## config.mk

```make
export PLATFORM = sky130hd
export DESIGN_NAME = pipe_hazard_ctrl
export DESIGN_NICKNAME = d
export VERILOG_FILES = /design/src/rtl/pipe_pkg.sv /design/src/rtl/sat_counter.sv /design/src/rtl/pipe_hazard_ctrl.sv
export SDC_FILE = /design/constraint.sdc
export NUM_CORES = 1
export LEC_CHECK = 0
export ABC_AREA = 1
export CAP_MARGIN = 20
export CORE_MARGIN = 1.5
export CORE_UTILIZATION = 45
export DETAILED_ROUTE_END_ITERATION = 7
export GPL_TIMING_DRIVEN = 0
export PLACE_DENSITY = 0.83
export SYNTH_ARGS = -nofsm -noshare
export SYNTH_HDL_FRONTEND = slang
export SYNTH_HIERARCHICAL = 1
export SYNTH_SLANG_ARGS = --single-unit
export TNS_END_PERCENT = 50
```

## constraint.sdc

```tcl
create_clock -name clk -period 2.45 [get_ports clk]
set_input_delay 0.3675 -clock clk [delete_from_list [all_inputs] [get_ports clk]]
set_output_delay 0.3675 -clock clk [all_outputs]
set_load 0.01 [all_outputs]
```

## src/rtl/pipe_pkg.sv

```systemverilog
// ---------------------------------------------------------------------------
// pipe_pkg
// Shared definitions for the pipeline stall/flush sequencer: state encoding,
// register-index width, the per-cycle hazard action code and the helper
// functions that resolve hazard priority.
// ---------------------------------------------------------------------------
package pipe_pkg;

    localparam logic [1:0] ST_RUN    = 2'd0;
    localparam logic [1:0] ST_DSTALL = 2'd1;
    localparam logic [1:0] ST_HALT   = 2'd2;

    localparam int REG_W = 3;

    // One action per cycle. The outputs and the next state are both derived
    // from this code, so the two cannot disagree about which hazard won.
    typedef enum logic [2:0] {
        ACT_NONE     = 3'd0,
        ACT_FREEZE   = 3'd1,
        ACT_FLUSH    = 3'd2,
        ACT_IBUBBLE  = 3'd3,
        ACT_LOAD_USE = 3'd4,
        ACT_HALT     = 3'd5,
        ACT_DRAIN    = 3'd6
    } act_e;

    function automatic logic load_use_hit(
        input logic             memread,
        input logic [REG_W-1:0] rd,
        input logic [REG_W-1:0] rs,
        input logic             rs_valid,
        input logic [REG_W-1:0] rt,
        input logic             rt_valid
    );
        return memread & ((rs_valid & (rs == rd)) | (rt_valid & (rt == rd)));
    endfunction

    // Hazard priority while the pipe is running. A pending flush is treated
    // exactly like a fresh branch so it lands in the first unfrozen cycle.
    function automatic act_e run_priority(
        input logic dmem,
        input logic branch,
        input logic pend,
        input logic imem,
        input logic load_use,
        input logic halt
    );
        if (dmem)               return ACT_FREEZE;
        else if (branch | pend) return ACT_FLUSH;
        else if (imem)          return ACT_IBUBBLE;
        else if (load_use)      return ACT_LOAD_USE;
        else if (halt)          return ACT_HALT;
        else                    return ACT_NONE;
    endfunction

endpackage

```

## src/rtl/sat_counter.sv

```systemverilog
// ---------------------------------------------------------------------------
// sat_counter
// Up-counter that sticks at all-ones instead of wrapping.
// Ports:
//   clk    - clock, rising edge
//   rst    - asynchronous active-low reset, clears the count
//   inc    - count one this cycle
//   count  - current value
// ---------------------------------------------------------------------------
module sat_counter #(
    parameter int CNT_W = 16
) (
    input  logic             clk,
    input  logic             rst,
    input  logic             inc,
    output logic [CNT_W-1:0] count
);

    localparam logic [CNT_W-1:0] ONE = {{(CNT_W-1){1'b0}}, 1'b1};

    always_ff @(posedge clk or negedge rst) begin
        if (!rst) begin
            count <= '0;
        end else if (inc && (count != '1)) begin
            count <= count + ONE;
        end
    end

endmodule

```

## src/rtl/pipe_hazard_ctrl.sv

```systemverilog
// ---------------------------------------------------------------------------
// pipe_hazard_ctrl
// Central stall/flush sequencer for the 5-stage pipeline. Turns hazard inputs
// into PC / IF/ID / ID/EX write enables, flushes and the IF/ID stall tag.
//
//   state     | meaning
//   ----------+-----------------------------------------------------------
//   ST_RUN    | normal issue, hazards resolved by priority
//   ST_DSTALL | data memory busy, whole pipe frozen; branches remembered
//   ST_HALT   | HALT retired from ID; PC/IF/ID frozen, EX drains bubbles
//
// Ports:
//   clk, rst                      - clock, async active-low reset
//   dmem_stall, imem_stall        - memory not-ready indications
//   branch_taken                  - EX resolved a taken branch/jump
//   idex_memread, idex_rd         - load in ID/EX and its destination
//   ifid_rs/rt(_valid)            - sources read by the instruction in IF/ID
//   halt_id                       - HALT decoded in ID
//   pc_write, ifid_write, idex_write - register load enables
//   ifid_flush, idex_flush        - load NOP / bubble
//   ifid_stall                    - bubble tag into IF/ID
//   halted                        - pipeline permanently stopped
//   stall_cnt                     - saturating count of frozen-PC cycles
// ---------------------------------------------------------------------------
module pipe_hazard_ctrl
    import pipe_pkg::*;
#(
    parameter int CNT_W = 16
) (
    input  logic             clk,
    input  logic             rst,
    input  logic             dmem_stall,
    input  logic             imem_stall,
    input  logic             branch_taken,
    input  logic             idex_memread,
    input  logic [REG_W-1:0] idex_rd,
    input  logic [REG_W-1:0] ifid_rs,
    input  logic [REG_W-1:0] ifid_rt,
    input  logic             ifid_rs_valid,
    input  logic             ifid_rt_valid,
    input  logic             halt_id,
    output logic             pc_write,
    output logic             ifid_write,
    output logic             ifid_flush,
    output logic             ifid_stall,
    output logic             idex_write,
    output logic             idex_flush,
    output logic             halted,
    output logic [CNT_W-1:0] stall_cnt
);

    logic [1:0] state;
    logic [1:0] next_state;
    logic       flush_pend;
    logic       next_flush_pend;
    logic       load_use;
    logic       stall_inc;
    act_e       act;

    assign load_use = load_use_hit(idex_memread, idex_rd, ifid_rs, ifid_rs_valid,
                                   ifid_rt, ifid_rt_valid);

    // DSTALL resolves like RUN: while dmem_stall holds, the freeze wins;
    // the cycle it drops, normal priority (including a pending flush) applies.
    // Outputs are forced to the idle defaults while reset is asserted.
    always_comb begin
        act = ACT_NONE;
        if (rst) begin
            case (state)
                ST_RUN,
                ST_DSTALL: act = run_priority(dmem_stall, branch_taken, flush_pend,
                                              imem_stall, load_use, halt_id);
                ST_HALT:   act = ACT_DRAIN;
                default:   act = ACT_NONE;
            endcase
        end
    end

    always_ff @(posedge clk or negedge rst) begin
        if (!rst) begin
            state      <= ST_RUN;
            flush_pend <= 1'b0;
        end else begin
            state      <= next_state;
            flush_pend <= next_flush_pend;
        end
    end

    always_comb begin
        next_state      = ST_RUN;
        next_flush_pend = flush_pend;
        case (act)
            ACT_FREEZE: begin
                next_state = ST_DSTALL;
                if (branch_taken) begin
                    next_flush_pend = 1'b1;
                end
            end
            ACT_FLUSH: begin
                next_flush_pend = 1'b0;
            end
            ACT_HALT,
            ACT_DRAIN: begin
                next_state = ST_HALT;
            end
            default: begin
                next_state = ST_RUN;
            end
        endcase
    end

    always_comb begin
        pc_write   = 1'b1;
        ifid_write = 1'b1;
        idex_write = 1'b1;
        ifid_flush = 1'b0;
        ifid_stall = 1'b0;
        idex_flush = 1'b0;
        case (act)
            ACT_FREEZE: begin
                pc_write   = 1'b0;
                ifid_write = 1'b0;
                idex_write = 1'b0;
            end
            ACT_FLUSH: begin
                ifid_flush = 1'b1;
                idex_flush = 1'b1;
            end
            ACT_IBUBBLE: begin
                pc_write   = 1'b0;
                ifid_flush = 1'b1;
                ifid_stall = 1'b1;
            end
            ACT_LOAD_USE: begin
                pc_write   = 1'b0;
                ifid_write = 1'b0;
                idex_flush = 1'b1;
            end
            ACT_HALT: begin
                pc_write   = 1'b0;
                ifid_write = 1'b0;
            end
            ACT_DRAIN: begin
                pc_write   = 1'b0;
                ifid_write = 1'b0;
                idex_flush = 1'b1;
            end
            default: begin
                pc_write   = 1'b1;
            end
        endcase
    end

    assign halted    = (state == ST_HALT);
    assign stall_inc = ~pc_write & (state != ST_HALT);

    sat_counter #(
        .CNT_W (CNT_W)
    ) u_stall_cnt (
        .clk   (clk),
        .rst   (rst),
        .inc   (stall_inc),
        .count (stall_cnt)
    );

endmodule

```

Word level (Yosys, flattened, before mapping)
Index checks and enable logic that the tools add are counted.
{ "totals": {"reg_bits": 19, "in_bits": 18, "out_inout_bits": 23, "word_cells": 49} }
{ "classes": {"n_addsub": 1, "n_eq_ne": 13, "n_mux": 16, "bitwise_logic": 6, "n_reduce_logical": 10} }
{ "op_table": {"columns": ["op", "count"], "rows": [
  ["$mux 3", 6],
  ["$add 16x1->16 const B", 1],
  ["$ne 16x16->1 const B", 1],
  ["$eq 3x3->1 const B", 3],
  ["$mux 1", 7],
  ["$eq 3x2->1 const B", 2],
  ["$eq 3x3->1", 2],
  ["$pmux 3 s2", 1],
  ["$reduce_or 2->1", 3],
  ["$reduce_or 5->1", 1],
  ["$and 1x1->1", 4],
  ["$ne 2x2->1 const B", 2],
  ["$pmux 2 s2", 1],
  ["$reduce_or 4->1", 1],
  ["$eq 3x1->1 const B", 1],
  ["$reduce_or 3->1", 1],
  ["$eq 2x1->1 const B", 1],
  ["$eq 2x2->1 const B", 1],
  ["$logic_not 2->1", 1],
  ["$or 1x1->1", 2],
  ["$pmux 1 s2", 1],
  ["$reduce_and 2->1", 1],
  ["$reduce_bool 2->1", 1],
  ["$logic_and 1x1->1", 1]
]} }

Logic depth before layout (Yosys ltp)
{ "depth": {"ltp_word": 14, "depth_mapped": 23, "mapped_depth_nobuf": 23} }

Hierarchy
The synthesis kept the hierarchy.
{ "modules_own_cells": {"columns": ["mod", "instances", "cells_per_inst", "area_per_inst_um2", "seq_area_each_um2"], "rows": [
  ["sat_counter", 1, 149, 1058.5, 400.4],
  ["pipe_hazard_ctrl", 1, 78, 396.6, 75.1]
]} }

Least setup slack after synthesis
OpenSTA, ideal clock, no wires.
{ "synth_timing": {"kind": "input to register", "from": "input port ifid_rt[0]", "to": "register u_stall_cnt.count[15]", "setup_ns": 0.113, "arrival_ns": 1.808, "required_ns": 2.337, "setup_slack_ns": 0.529, "path_stages": 22, "path_buffers": 0, "path_cell_list": "inv_1 nand2_1 nand2_1 nor2_1 nand2_1 nand2_1 nand2_1 nand2_1 nand2_1 nand2_1 nand2_2 nand2_4 nand2_2 inv_2 nor2_1 inv_1 nor2_1 nand2_1 nor2_1 nand3_1 nand2_1 inv_1"} }
{ "synth_via": {"elab_chain_cells": 14, "word_cells_on_any_way": 18, "classes_between": "6 x eq/ne; 6 x mux; 4 x bitwise; 2 x reduce/logical"} }
{ "synth_lines": {"columns": ["item", "line_no", "text"], "rows": [
  ["start, declared", "pipe_hazard_ctrl.sv:38", "input logic [REG_W-1:0] ifid_rt,"],
  ["$eq 3x3->1 (*)", "pipe_pkg.sv:35", "return memread & ((rs_valid & (rs == rd)) | (rt_valid & (rt == rd)));"],
  ["$and 1x1->1 (*)", "pipe_pkg.sv:35", null],
  ["$or 1x1->1 (*)", "pipe_pkg.sv:35", null],
  ["$and 1x1->1 (*)", "pipe_pkg.sv:35", null],
  ["$mux 3 (*)", "pipe_pkg.sv:51", "else if (load_use) return ACT_LOAD_USE;"],
  ["$mux 3 (*)", "pipe_pkg.sv:50", "else if (imem) return ACT_IBUBBLE;"],
  ["$mux 3 (*)", "pipe_pkg.sv:49", "else if (branch | pend) return ACT_FLUSH;"],
  ["$mux 3 (*)", "pipe_pkg.sv:48", "if (dmem) return ACT_FREEZE;"],
  ["$pmux 3 s2 (*)", "pipe_hazard_ctrl.sv:69", "case (state)"],
  ["$mux 3 (*)", "pipe_hazard_ctrl.sv:68", "if (rst) begin"],
  ["$eq 3x3->1, or another cell as far along", "pipe_hazard_ctrl.sv:119", "case (act)"],
  ["$reduce_or 5->1 (no source line) (*)", null, null],
  ["$and 1x1->1 (*)", "pipe_hazard_ctrl.sv:155", "assign stall_inc = ~pc_write & (state != ST_HALT);"],
  ["named net stall_inc", "pipe_hazard_ctrl.sv:57", "logic stall_inc;"],
  ["$logic_and 1x1->1 (*)", "sat_counter.sv:24", "end else if (inc && (count != '1)) begin"],
  ["end signal, assigned", "sat_counter.sv:25", "count <= count + ONE;"],
  ["end, declared", "sat_counter.sv:16", "output logic [CNT_W-1:0] count"]
]} }
Mark *: on every way through the listed nets, which the timed path passes. The rest lies on a longest branch.
A chain may end at the register's enable or synchronous reset.

Worst setup path in the final report
{ "layout_timing": {"from": "input port ifid_rt[2]", "to": "output port ifid_stall"} }
{ "layout_via": {"elab_chain_cells": 12} }
{ "layout_lines": {"columns": ["item", "line_no", "text"], "rows": [
  ["$eq 3x3->1", "pipe_pkg.sv:35", null],
  ["$and 1x1->1", "pipe_pkg.sv:35", null],
  ["$or 1x1->1", "pipe_pkg.sv:35", null],
  ["$and 1x1->1", "pipe_pkg.sv:35", null],
  ["$mux 3", "pipe_pkg.sv:51", null],
  ["$mux 3", "pipe_pkg.sv:50", null],
  ["$mux 3", "pipe_pkg.sv:49", null],
  ["$mux 3", "pipe_pkg.sv:48", null],
  ["$pmux 3 s2", "pipe_hazard_ctrl.sv:69", null],
  ["$mux 3", "pipe_hazard_ctrl.sv:68", null],
  ["$eq 3x2->1", "pipe_hazard_ctrl.sv:119", null],
  ["$mux 1", "pipe_hazard_ctrl.sv:119", null],
  ["end, declared", "pipe_hazard_ctrl.sv:45", "output logic ifid_stall,"]
]} }
Every way passes these cells.

==> flow_metrics.env <==
export IMPL_setup_viol=0
export IMPL_async_flop_share=1.00
export IMPL_drt_total_wl_mm=3.41
export IMPL_grt_usage=0.207
export IMPL_vias_per_cell=4.70
export IMPL_clock_sinks=19
export IMPL_cts_buffer_depth=2
export IMPL_drtAntennaViolNets=0
export IMPL_yosys_cell_count_top_type="nand2_1"
export IMPL_worstRegToRegCells=16
export IMPL_synth_seq_cells=19
export IMPL_dp_cells=311
export IMPL_grt_first_pass_wirelength_mm=5.69
export IMPL_die_x_um=59.9
export IMPL_min_period_ns=2.29
export IMPL_leakage_nw=0.974
export IMPL_fin_area_sq_um=1960
export IMPL_ir_drop_mv=0.488
export IMPL_cp_start_kind="primary input"
export IMPL_hold_viol_final=0
export IMPL_netlist_top_cells_count="nand2_1 (97), inv_1 (27), nor2_1 (25)"
export IMPL_initial_core_util=0.477
export IMPL_path_class="primary input to output pin"
export IMPL_worstPathRequired_ns=2.08
export IMPL_die_area_sq_um=3580
export IMPL_area_delta_synth_final_pct=34.8
export IMPL_io_pins=41
export IMPL_synth_area_leaders="dfrtp_1 (33%), nand2_1 (25%), inv_1 (7.0%), nor2_1 (6.4%), nor2_4 (3.9%)"
export IMPL_rows=20
export IMPL_drcViolationCount=0
export IMPL_die_y_um=59.9
export IMPL_use_met2=0.321
export IMPL_multi_input_area_sq_um=855
export IMPL_fin_cells=318
export IMPL_maxCapViolations=0
export IMPL_slew_headroom=0.639
export IMPL_hold_path_class="primary input to flip-flop"
export IMPL_skew_ns=0.0111
export IMPL_seqCellArea_sq_um=475
export IMPL_antennaDiodeCount=0
export IMPL_yosysWarnings=6
export IMPL_dpl_hpwl_mm=2.55
export IMPL_post_dp_cell_area_sq_um=1910
export IMPL_drt_iter0_drc=52
export IMPL_grt_max_degree=13
export IMPL_root_buffer="clkbuf_4"
export IMPL_dr_total_vias=1495
export IMPL_synth_cells=227
export IMPL_min_delay_path_depth=5
export IMPL_core_area_sq_um=3050
export IMPL_clk_latency_ns=0.31
export IMPL_worstPathArrival_ns=1.92
export IMPL_grt_most_used_layer="met2"
export IMPL_fmax_mhz=436
export IMPL_grt_pass1_vias=1340
export IMPL_drive_above_1_share=0.172
export IMPL_met1_usage=0.284
export IMPL_max_slew_worst_pin_slew_ns=0.540
export IMPL_fillers=281
export IMPL_status="finished, final reports clean"
export IMPL_grt_antenna_before_repair=0
export IMPL_gp_congestion=0.853
export IMPL_report_final_slew_viol_count=0
export IMPL_grt_overflow=0
export IMPL_clk_pin_slew_worst_paths_ns=0.12
export IMPL_cts_tree="yes"
export IMPL_htree_levels=1
export IMPL_wl_per_cell_um=10.7
export IMPL_drtPass1Iterations=6
export IMPL_finalNetCount=294
export IMPL_synthDominantCellAreaShare=0.327
export IMPL_yosys_area_top_type="dfrtp_1"
export IMPL_avgSynthCellArea_sq_um=6.41
export IMPL_cts_buffers_inserted=3
export IMPL_synth_seq_area_share=0.327
export IMPL_power_density_nw_per_um2=546
export IMPL_ys_types=20
export IMPL_end_kind="output pin"
export IMPL_critPathMaxFanout=6
export IMPL_synth_nets=246
export IMPL_grtUsageMet3=0.0433
export IMPL_setup_tns_ns=0
export IMPL_r2r_slack_ns=0.50
export IMPL_synth_edf_count=0
export IMPL_syn_area_sq_um=1460
export IMPL_placement_io_buffers=40
export IMPL_min_period_over_period=0.935
export IMPL_synth_ff_type="dfrtp_1"
where the power goes:
part	switching, mW	internal [mW]	leakage (nW)
Combinational	0.221	0.220	0.716
Sequential	0.0905	0.373	0.244
Clock	0.104	0.0623	0.0139
Total	0.416	0.656	0.974
state kept, by name, summed over array words and instances, names as in the netlist:
| register | cells |
|---|---|
| u_stall_cnt/count | 16 |
| flush_pend | 1 |
| state | 2 |
path summary, 6_finish.rpt:
path,startpoint,to
max,ifid_rt[2],ifid_stall
min,rst,state[1]
max reg2reg,flush_pend,u_stall_cnt/count[15]
min reg2reg,flush_pend,flush_pend
max in group asynchronous,rst,u_stall_cnt/count[5]
min in group asynchronous,rst,u_stall_cnt/count[11]
area by class of cell:
class | instances | share of cell area
well taps | 44 | 0.0281
repair buffers | 43 | 0.206
inverters | 32 | 0.0612
clock buffers | 3 | 0.0115
clock inverters | 1 | 0.00383
flip-flops and latches | 19 | 0.242
multi-input cells | 174 | 0.436
plain buffers | 2 | 0.0115
what timing repair did:
action,4_1_cts,5_1_grt
setup endpoints to repair,22,17
resized for setup,11,20
pin swaps,0,2
buffers inserted,0,1
hold buffers,2,0
endpoints found under the hold margin,12,0
placed cells by master, fill, tap and decap left out:
| cell type | instances |
|---|---|
| a21oi_1 | 3 |
| buf_2 | 1 |
| buf_4 | 1 |
| buf_6 | 2 |
| clkbuf_2 | 5 |
| clkbuf_4 | 3 |
| clkdlybuf4s50_1 | 30 |
| clkinvlp_4 | 1 |
| dfrtp_1 | 19 |
| dlygate4sd2_1 | 1 |
| dlygate4sd3_1 | 2 |
| dlymetal6s2s_1 | 3 |
| ha_1 | 1 |
| inv_1 | 26 |
| inv_2 | 6 |
| nand2_1 | 96 |
| nand2_2 | 9 |
| nand2_4 | 1 |
| nand3_1 | 7 |
| nand3_2 | 1 |
| nand4_1 | 5 |
| nand4_4 | 1 |
| nor2_1 | 21 |
| nor2_2 | 8 |
| nor2_4 | 6 |
| o21ai_0 | 7 |
| o21ai_2 | 2 |
| xnor2_1 | 5 |
| xor2_1 | 1 |
cell families after synthesis:
logic type               after synthesis  share of synthesized area
AND/OR/NAND/NOR                      155                      0.484
flip-flops                            19                      0.327
adder cells (fa/ha/maj)                1                    0.00860
AO/OA/AOI/OAI                         12                     0.0464
XOR/XNOR                               6                     0.0361
buffers and inverters                 34                     0.0980
through the flow:
| step | power [mW] | hold WS, ns | util | setup WS, ns |
|---|---|---|---|---|
| after floorplan | 0.694 | 0.0719 | - | 0.529 |
| after global placement | 0.901 | 0.463 | 0.626 | -0.833 |
| after detailed placement | 0.909 | 0.465 | 0.626 | -0.859 |
| after CTS | 1.08 | 0.494 | 0.638 | 0.0348 |
| after global routing | 1.16 | 0.510 | 0.643 | -0.00278 |
| final | 1.07 | 0.508 | 0.643 | 0.158 |
worst max-delay path, cell delays in order:
cell	delay, ns
clkdlybuf4s50_1	0.49
inv_1	0.05
nand2_1	0.05
nand2_1	0.05
nor2_1	0.08
nand2_1	0.05
nand2_1	0.07
nand2_2	0.05
nand2_1	0.05
nand2_1	0.04
nand2_1	0.06
nand2_2	0.06
nand2_4	0.12
nor2_4	0.04
dlygate4sd2_1	0.28
routing by layer:
metal  wire [um]  share of wire  vias up
li1            -              -      786
met1        1550           0.46      659
met2        1580           0.46       44
met3         210          0.062        6
met4          66          0.019        0
met5           0              0        -
No activity file was read; power rests on OpenSTA's default activity.
